$ cat config.mk
export PLATFORM = sky130hd
export DESIGN_NAME = imem_loader
export DESIGN_NICKNAME = d
export VERILOG_FILES = /design/src/rtl/imem_loader.sv
export SDC_FILE = /design/constraint.sdc
export NUM_CORES = 1
export LEC_CHECK = 0
export BUFFER_PORTS_ARGS = -buffer_cell sky130_fd_sc_hd__buf_4
export CORE_MARGIN = 3
export CORE_UTILIZATION = 59
export DETAILED_ROUTE_END_ITERATION = 10
export PLACE_DENSITY_LB_ADDON = 0.2
export SYNTH_ARGS = -nofsm -noshare
export SYNTH_HDL_FRONTEND = slang
export SYNTH_SLANG_ARGS = --single-unit
export TNS_END_PERCENT = 1
$ cat constraint.sdc
create_clock -name clk -period 3.35 [get_ports clk]
set_clock_uncertainty 0.2 [all_clocks]
set_input_delay 0.67 -clock clk [delete_from_list [all_inputs] [get_ports clk]]
set_output_delay 0.67 -clock clk [all_outputs]
set_load 0.01 [all_outputs]
$ cat src/rtl/imem_loader.sv
// Boot-time instruction-memory loader: parses a framed byte stream (count, payload, checksum),
// writes little-endian words to instruction memory and releases the core once the image verifies.
module imem_loader #(
    parameter int unsigned ADDR_W      = 10,
    parameter int unsigned RELEASE_DLY = 4
) (
    input  logic              clk,
    input  logic              reset_n,
    input  logic              rx_valid,
    input  logic [7:0]        rx_data,
    output logic              rx_ready,
    input  logic              load_req,
    output logic              imem_we,
    output logic [ADDR_W-1:0] imem_addr,
    output logic [31:0]       imem_wdata,
    output logic              core_reset_n,
    output logic              load_done,
    output logic              load_err
);

    typedef enum logic [2:0] {
        S_IDLE,
        S_HDR,
        S_LEN,
        S_DATA,
        S_CSUM,
        S_RELEASE,
        S_DONE,
        S_ERR
    } state_t;

    localparam logic [31:0] CAP      = 32'(1) << ADDR_W;
    localparam logic [7:0]  DLY_LAST = 8'(RELEASE_DLY);

    state_t            state_q, state_d;
    logic [31:0]       cnt_q, cnt_d;
    logic [1:0]        lane_q, lane_d;
    logic [7:0]        sum_q, sum_d;
    logic [ADDR_W:0]   widx_q, widx_d;
    logic [ADDR_W:0]   widx_inc;
    logic [23:0]       wbuf_q, wbuf_d;
    logic              we_q, we_d;
    logic [ADDR_W-1:0] addr_q, addr_d;
    logic [31:0]       wdata_q, wdata_d;
    logic [7:0]        dly_q, dly_d;
    logic              rstn_q, rstn_d;
    logic              done_q, done_d;
    logic              err_q, err_d;
    logic              accept;

    assign rx_ready = (state_q == S_HDR) || (state_q == S_DATA) || (state_q == S_CSUM);
    assign accept   = rx_valid && rx_ready;
    // Word index is one bit wider than the address so a full-capacity image terminates cleanly.
    assign widx_inc = widx_q + {{ADDR_W{1'b0}}, 1'b1};

    always_comb begin
        state_d = state_q;
        cnt_d   = cnt_q;
        lane_d  = lane_q;
        sum_d   = sum_q;
        widx_d  = widx_q;
        wbuf_d  = wbuf_q;
        we_d    = 1'b0;
        addr_d  = addr_q;
        wdata_d = wdata_q;
        dly_d   = dly_q;
        rstn_d  = rstn_q;
        done_d  = done_q;
        err_d   = err_q;

        case (state_q)
            S_IDLE: state_d = S_HDR;

            S_HDR: begin
                if (accept) begin
                    case (lane_q)
                        2'd0: cnt_d[7:0]   = rx_data;
                        2'd1: cnt_d[15:8]  = rx_data;
                        2'd2: cnt_d[23:16] = rx_data;
                        default: begin
                            cnt_d[31:24] = rx_data;
                            state_d      = S_LEN;
                        end
                    endcase
                    lane_d = lane_q + 2'd1;
                end
            end

            S_LEN: begin
                lane_d = '0;
                widx_d = '0;
                sum_d  = '0;
                if (cnt_q > CAP) begin
                    state_d = S_ERR;
                    err_d   = 1'b1;
                end else if (cnt_q == '0) begin
                    state_d = S_CSUM;
                end else begin
                    state_d = S_DATA;
                end
            end

            S_DATA: begin
                if (accept) begin
                    sum_d  = sum_q + rx_data;
                    lane_d = lane_q + 2'd1;
                    case (lane_q)
                        2'd0: wbuf_d[7:0]   = rx_data;
                        2'd1: wbuf_d[15:8]  = rx_data;
                        2'd2: wbuf_d[23:16] = rx_data;
                        default: begin
                            we_d    = 1'b1;
                            wdata_d = {rx_data, wbuf_q};
                            addr_d  = widx_q[ADDR_W-1:0];
                            widx_d  = widx_inc;
                            if (widx_inc == cnt_q[ADDR_W:0]) begin
                                state_d = S_CSUM;
                            end
                        end
                    endcase
                end
            end

            S_CSUM: begin
                if (accept) begin
                    if (rx_data == sum_q) begin
                        state_d = S_RELEASE;
                        dly_d   = '0;
                    end else begin
                        state_d = S_ERR;
                        err_d   = 1'b1;
                    end
                end
            end

            S_RELEASE: begin
                if (dly_q == DLY_LAST) begin
                    state_d = S_DONE;
                    rstn_d  = 1'b1;
                    done_d  = 1'b1;
                end else begin
                    dly_d = dly_q + 8'd1;
                end
            end

            S_DONE, S_ERR: begin
                if (load_req) begin
                    state_d = S_HDR;
                    done_d  = 1'b0;
                    err_d   = 1'b0;
                    rstn_d  = 1'b0;
                    sum_d   = '0;
                    widx_d  = '0;
                    lane_d  = '0;
                    cnt_d   = '0;
                end
            end

            default: state_d = S_IDLE;
        endcase
    end

    always_ff @(posedge clk or negedge reset_n) begin
        if (!reset_n) begin
            state_q <= S_IDLE;
            cnt_q   <= '0;
            lane_q  <= '0;
            sum_q   <= '0;
            widx_q  <= '0;
            wbuf_q  <= '0;
            we_q    <= 1'b0;
            addr_q  <= '0;
            wdata_q <= '0;
            dly_q   <= '0;
            rstn_q  <= 1'b0;
            done_q  <= 1'b0;
            err_q   <= 1'b0;
        end else begin
            state_q <= state_d;
            cnt_q   <= cnt_d;
            lane_q  <= lane_d;
            sum_q   <= sum_d;
            widx_q  <= widx_d;
            wbuf_q  <= wbuf_d;
            we_q    <= we_d;
            addr_q  <= addr_d;
            wdata_q <= wdata_d;
            dly_q   <= dly_d;
            rstn_q  <= rstn_d;
            done_q  <= done_d;
            err_q   <= err_d;
        end
    end

    assign imem_we      = we_q;
    assign imem_addr    = addr_q;
    assign imem_wdata   = wdata_q;
    assign core_reset_n = rstn_q;
    assign load_done    = done_q;
    assign load_err     = err_q;

endmodule
# ---- After elaboration in Yosys (flattened, before gate mapping)
# Cells that the tools add are included.
dict set report totals {
  input_bits 12
  ramBits 0
  word_cells 124
  latchBits 0
  mem_bits_ro 0
  regBits 133
  mem_count 0
  out_inout_bits 47
}
dict set report op_classes {
  reduce_logical 30
  div 0
  n_eq_ne 28
  shifts 0
  magnitude_cmp 1
  mux 43
  bitwise 1
  mul 0
  addsub 4
}
# operator n
set op_table {}
lappend op_table {{$mux 8} 9}
lappend op_table {{$mux 32} 2}
lappend op_table {{$pmux 32 s2} 1}
lappend op_table {{$mux 11} 3}
lappend op_table {{$pmux 11 s3} 1}
lappend op_table {{$gt 32x11->1 const B} 1}
lappend op_table {{$logic_not 32->1} 1}
lappend op_table {{$mux 3} 10}
lappend op_table {{$pmux 8 s3} 1}
lappend op_table {{$reduce_and 4->1} 6}
lappend op_table {{$pmux 3 s7} 1}
lappend op_table {{$reduce_and 3->1} 7}
lappend op_table {{$ne 2x2->1 const B} 10}
lappend op_table {{$pmux 8 s2} 1}
lappend op_table {{$eq 3x3->1 const B} 4}
lappend op_table {{$ne 2x1->1 const B} 6}
lappend op_table {{$add 11x1->11 const B} 1}
lappend op_table {{$eq 11x11->1} 1}
lappend op_table {{$reduce_bool 3->1} 3}
lappend op_table {{$add 8x1->8 const B} 1}
lappend op_table {{$add 8x8->8} 1}
lappend op_table {{$eq 8x3->1 const B} 1}
lappend op_table {{$eq 8x8->1} 1}
lappend op_table {{$mux 1} 8}
lappend op_table {{other kinds (19)} 26}

# ---- Longest topological paths before layout
dict set report depth {
  ltp_word 6
  depth_mapped 10
  ltp_nobuf 8
}

# ---- Worst setup path before layout
# Ideal clock, no wire load.
dict set report synth_timing {
  path_kind {input port to flip-flop}
  from {input rx_data[0]}
  to {register sum_q[6]}
  arrival_time_ps 2091
  stages 8
  slack_ps 938
  setup_time_ps 121
  path_cell_list {ha_1 fa_1 a21o_1 a21oi_1 o21bai_1 a21oi_1 xnor2_1 a22o_1}
}
dict set report synth_via {
  elab_chain_cells 3
}
# item line_no
set synth_rtl {}
lappend synth_rtl {{from (decl)} 10} ;# input logic [7:0] rx_data,
lappend synth_rtl {{$add 8x8->8} 105} ;# sum_d = sum_q + rx_data;
lappend synth_rtl {{$mux 8} 104} ;# if (accept) begin
lappend synth_rtl {{$pmux 8 s3} 71} ;# case (state_q)
lappend synth_rtl {{to (signal assigned)} 182} ;# sum_q <= sum_d;
lappend synth_rtl {{to (decl)} 38} ;# logic [7:0] sum_q, sum_d;
# No other way between the ends. The select of a mux whose other input is x is not followed.
# A chain may end at the register's enable or synchronous reset.

# ---- Final worst setup path
dict set report layout_timing {
  from {register state_q[0]}
  to {register wdata_q[22], in the netlist imem_wdata[22]}
}
dict set report layout_via {
  elab_chain_cells 5
  word_cells_on_any_way 7
}
# item line_no
set layout_rtl {}
lappend layout_rtl {{from (decl)} 35} ;# state_t state_q, state_d;
lappend layout_rtl {{from (signal assigned)} 179} ;# state_q <= state_d;
lappend layout_rtl {{$eq 3x1->1 / $eq 3x2->1 (equally long branches)} {51, 71}}
lappend layout_rtl {{$logic_or 1x1->1 (2 in a row)} 51} ;# assign rx_ready = (state_q == S_HDR) || (state_q == S_DATA) || (state_q == S_CSUM);
lappend layout_rtl {{$logic_and 1x1->1} 52} ;# assign accept = rx_valid && rx_ready;
lappend layout_rtl {{$reduce_and 3->1 (no source line) (*)} --}
lappend layout_rtl {{to (signal assigned)} 187} ;# wdata_q <= wdata_d;
lappend layout_rtl {{to (decl)} 44} ;# logic [31:0] wdata_q, wdata_d;
# Mark *: on every way between the ends. The rest lies on a longest branch, timed or not.

==> results_dict.tcl <==
set metrics [dict create \
    synth.yosys.warnings 0 \
    critical_path.startpoint_type "flip-flop" \
    syn2layout_area_growth_pct 18.0 \
    crit_path_cell_trace "and2b_1 > and3_1 > buf_4 > nand2_2 > inv_1 > buf_4 > nand2_1 > nand2_1" \
    sw_frac_of_total_pct 35.5 \
    period_needed_ps 2710 \
    worstHoldPathType "primary input to flip-flop" \
    postSynthNetCount 674 \
    cts_sinks 133 \
    syn_inst 647 \
    netSwitchingPower_w 0.00228 \
    port_buffers 58 \
    via_count 5009 \
    cts_bufs_inserted 17 \
    finalSetupViolations 0 \
    grt_start_max_net_pins 57 \
    dpl_worst_slack_ps 653 \
    routed_wl_um 14900 \
    pwr-share-comb_pct 31.2 \
    max_freq_mhz 369 \
    worst_margin_pin_slew_ps 633 \
    critical_path.startpoint "state_q[0]$_DFFE_PN0P_" \
    detailedRoute.firstIterationViolations 384 \
    post_detailed_route_via_to_cell_ratio 5.89 \
    worstReg2RegStart "state_q[0]$_DFFE_PN0P_" \
    outcome "complete, no violations" \
    dominantRegCellSynth "sky130_fd_sc_hd__dfrtp_1" \
    crit_end_element "flip-flop" \
    antenna-diode-count 0 \
    grt_setup_unrepaired "no" \
    finalSetupTns_ps 0 \
    floorplan.die.width_um 109 \
    fin_ws_ps 637 \
    timing.setup.critical_path_class "flip-flop to flip-flop" \
    rows 37 \
    hpwl_um 9920 \
    ff2ff_path_depth 8 \
    drcViolationCount 0 \
    ys_seq_elements 133 \
    intPower_w 0.00415 \
    post_synth.cell_area_avg_um2 9.70 \
    relSlewSlack_pct 57.8 \
    grt_pass1_vias 5033 \
    worst_case_clock_buffer_depth 2 \
    grt_pass1_wl_um 24900 \
    final_critical_path_share_of_the_clock_period_pct 81.0 \
    crit_end "imem_wdata[22]$_DFFE_PN0P_" \
    cts_htree_levels 4 \
    max_stage_delay_ps 520 \
    irDropWorstVdd_mv 0.588 \
    layout.cell_area.non_filler_um2 7410 \
    p_leak_nw 3.59 \
    initial_core_util_pct 60.8 \
    worst-r2r-setup-slack_ps 640 \
    report.final.hold_viol_count 0 \
    die_h_um 109 \
    design.core.area_um2 10300 \
    cts.repair_timing.setup_buffer_count 0 \
    synth_async_sr_flop_share_pct 100 \
    post_drt_antenna_nets 0 \
    crit-reg2reg-capture "imem_wdata[22]$_DFFE_PN0P_" \
    crit_required_ps 3620 \
    biggest_fanout_along_the_worst_timing_path 32 \
    crit_arrival_ps 2980 \
    drv_cap 0 \
    clock_tree.root_cell "sky130_fd_sc_hd__clkbuf_8" \
    cts_tree "built" \
    design.portCount 59 \
    final_net_count 729 \
    critical_path_slowest_stage_cell "sky130_fd_sc_hd__dfrtp_1" \
    maxSlewViolCount 0 \
    power_frac_seq_pct 40.8 \
    placed_area_um2 6820 \
    synth_enable_flop_cells 0 \
    drtPass1Iterations 5 \
    synth_seq_area_share_pct 53.0 \
    pwr-share-clk_pct 28.0 \
    synthDistinctLibCells 58 \
    overflow 0 \
    clk-insertion-delay-late_ps 540 \
    wl_per_cell_um 17.5 \
    floorplan.die_area_um2 11900 \
    clk_transition_reported_paths_ps 70 \
    gp_congestion 0.934 \
    total_grt_usage_pct 27.4 \
    drive_gt1_share_pct 19.9 \
    post_synth_instance_area_um2 6280 \
    grt_antenna_before_repair 0 \
    power.density_nw_per_um2 868 \
]
layout by cell type, fill, tap and decap left out, types with 8 or more instances in the layout:
cell                        Yosys  final
sky130_fd_sc_hd__a21oi_1       18     18
sky130_fd_sc_hd__and3_1        10     10
sky130_fd_sc_hd__buf_4          4     66
sky130_fd_sc_hd__clkbuf_16      0     16
sky130_fd_sc_hd__dfrtp_1      133    133
sky130_fd_sc_hd__ha_1          14     14
sky130_fd_sc_hd__inv_1          9      9
sky130_fd_sc_hd__mux2_2        32     32
sky130_fd_sc_hd__nand2_1      182    182
sky130_fd_sc_hd__nand3_1       16     16
sky130_fd_sc_hd__nor2_1        22     22
sky130_fd_sc_hd__nor3_1         8      8
sky130_fd_sc_hd__nor4_1        11     11
sky130_fd_sc_hd__o21ai_0       52     52
sky130_fd_sc_hd__o21ai_1       14     14
sky130_fd_sc_hd__xnor2_1       12     12
Yosys cell counts, drive strengths merged, types with 3 or more instances:
cell | instances | area (um2)
nor2 | 22 | 82.6
and3 | 11 | 73.8
nor3 | 8 | 40.0
mux2 | 35 | 394
o31ai | 5 | 37.5
ha | 14 | 175
xor2 | 5 | 43.8
and2 | 5 | 31.3
a21oi | 18 | 90.1
clkbuf | 14 | 52.6
nor4 | 11 | 68.8
o211ai | 3 | 22.5
or2 | 3 | 18.8
buf | 19 | 111
a31oi | 7 | 43.8
nand3 | 18 | 100
o21ai | 66 | 330
dfrtp | 133 | 3330
nand4 | 5 | 31.3
nand2b | 3 | 18.8
nand2 | 183 | 689
inv | 10 | 37.5
a22o | 6 | 52.6
xnor2 | 12 | 105
sequential cells by signal, indices dropped and copies added (netlist names):
name and cells:
cnt_q 32, dly_q 8, imem_addr 10, imem_wdata 32, imem_we 1, lane_q 2
load_done 1, load_err 1, state_q 3, sum_q 8, wbuf_q 24, widx_q 11
worst max-delay path: cells and delay by family (launching register included):
kind / cells / cell delay, ps
DFF: 1 / 520
buffers and inverters: 3 / 880
and+or+nand+nor: 5 / 1030
layer usage:
layer | GRT usage (%) | up-vias | part of all wire (%)
li1 | - | 2346 | -
met1 | 35.1 | 2498 | 42
met2 | 44.8 | 142 | 51
met3 | 7.34 | 23 | 5.4
met4 | 10.1 | 0 | 1.7
met5 | 0 | - | 0
power by group through the flow:
stage | clock [W] | sequential (W) | combinational, W
finish | 0.00180 | 0.00262 | 0.00201
global route | 0.00190 | 0.00270 | 0.00224
CTS | 0.00182 | 0.00261 | 0.00201
detailed placement | 0 | 0.00263 | 0.00199
global placement | 0 | 0.00260 | 0.00191
floorplan | 0 | 0.00255 | 0.00132
final cells by class:
cell class	instances	area, um2
multi-input combinational	471	2750
timing repair buffer	69	546
inverter	10	37.5
fill	725	2920
clock inverter	13	136
clock buffer	19	442
tap	136	170
sequential	133	3330
kinds of logic after synthesis:
logic type      share of synthesized area, %
flops                                   53.0
fa+ha+maj                               3.11
compound gates                          12.2
simple gates                            19.5
mux                                     6.60
buf+inv                                 3.21
xor+xnor                                2.37
how the worst min path moves through the flow:
stage                                 endpoint  slack (ps)  cells past startpoint                  start
global placement     imem_wdata[6]$_DFFE_PN0P_         240                      2  wbuf_q[6]$_DFFE_PN0P_
detailed placement   imem_wdata[6]$_DFFE_PN0P_         250                      2  wbuf_q[6]$_DFFE_PN0P_
finish                   cnt_q[24]$_DFFE_PN0P_         210                      3             rx_data[0]
global route        imem_wdata[24]$_DFFE_PN0P_         220                      3             rx_data[0]
CTS                      cnt_q[24]$_DFFE_PN0P_         190                      3             rx_data[0]
floorplan                 cnt_q[0]$_DFFE_PN0P_         170                      0                reset_n
per-stage QoR:
step                std cells  hold slack [ps]  util (%)  power, W
detailed placement        818              255      66.0   0.00462
global route              851              220      71.7   0.00684
finish                    851              213      71.7   0.00643
floorplan                 647              174         -   0.00387
CTS                       851              189      71.7   0.00645
global placement          818              243      66.0   0.00451
what timing repair did:
action | CTS | global route
hold endpoints to repair | 45 | 0
hold buffers | 1 | 0
gates resized for setup | 0 | 0
Note: power is estimated with default switching activity, not from simulation.
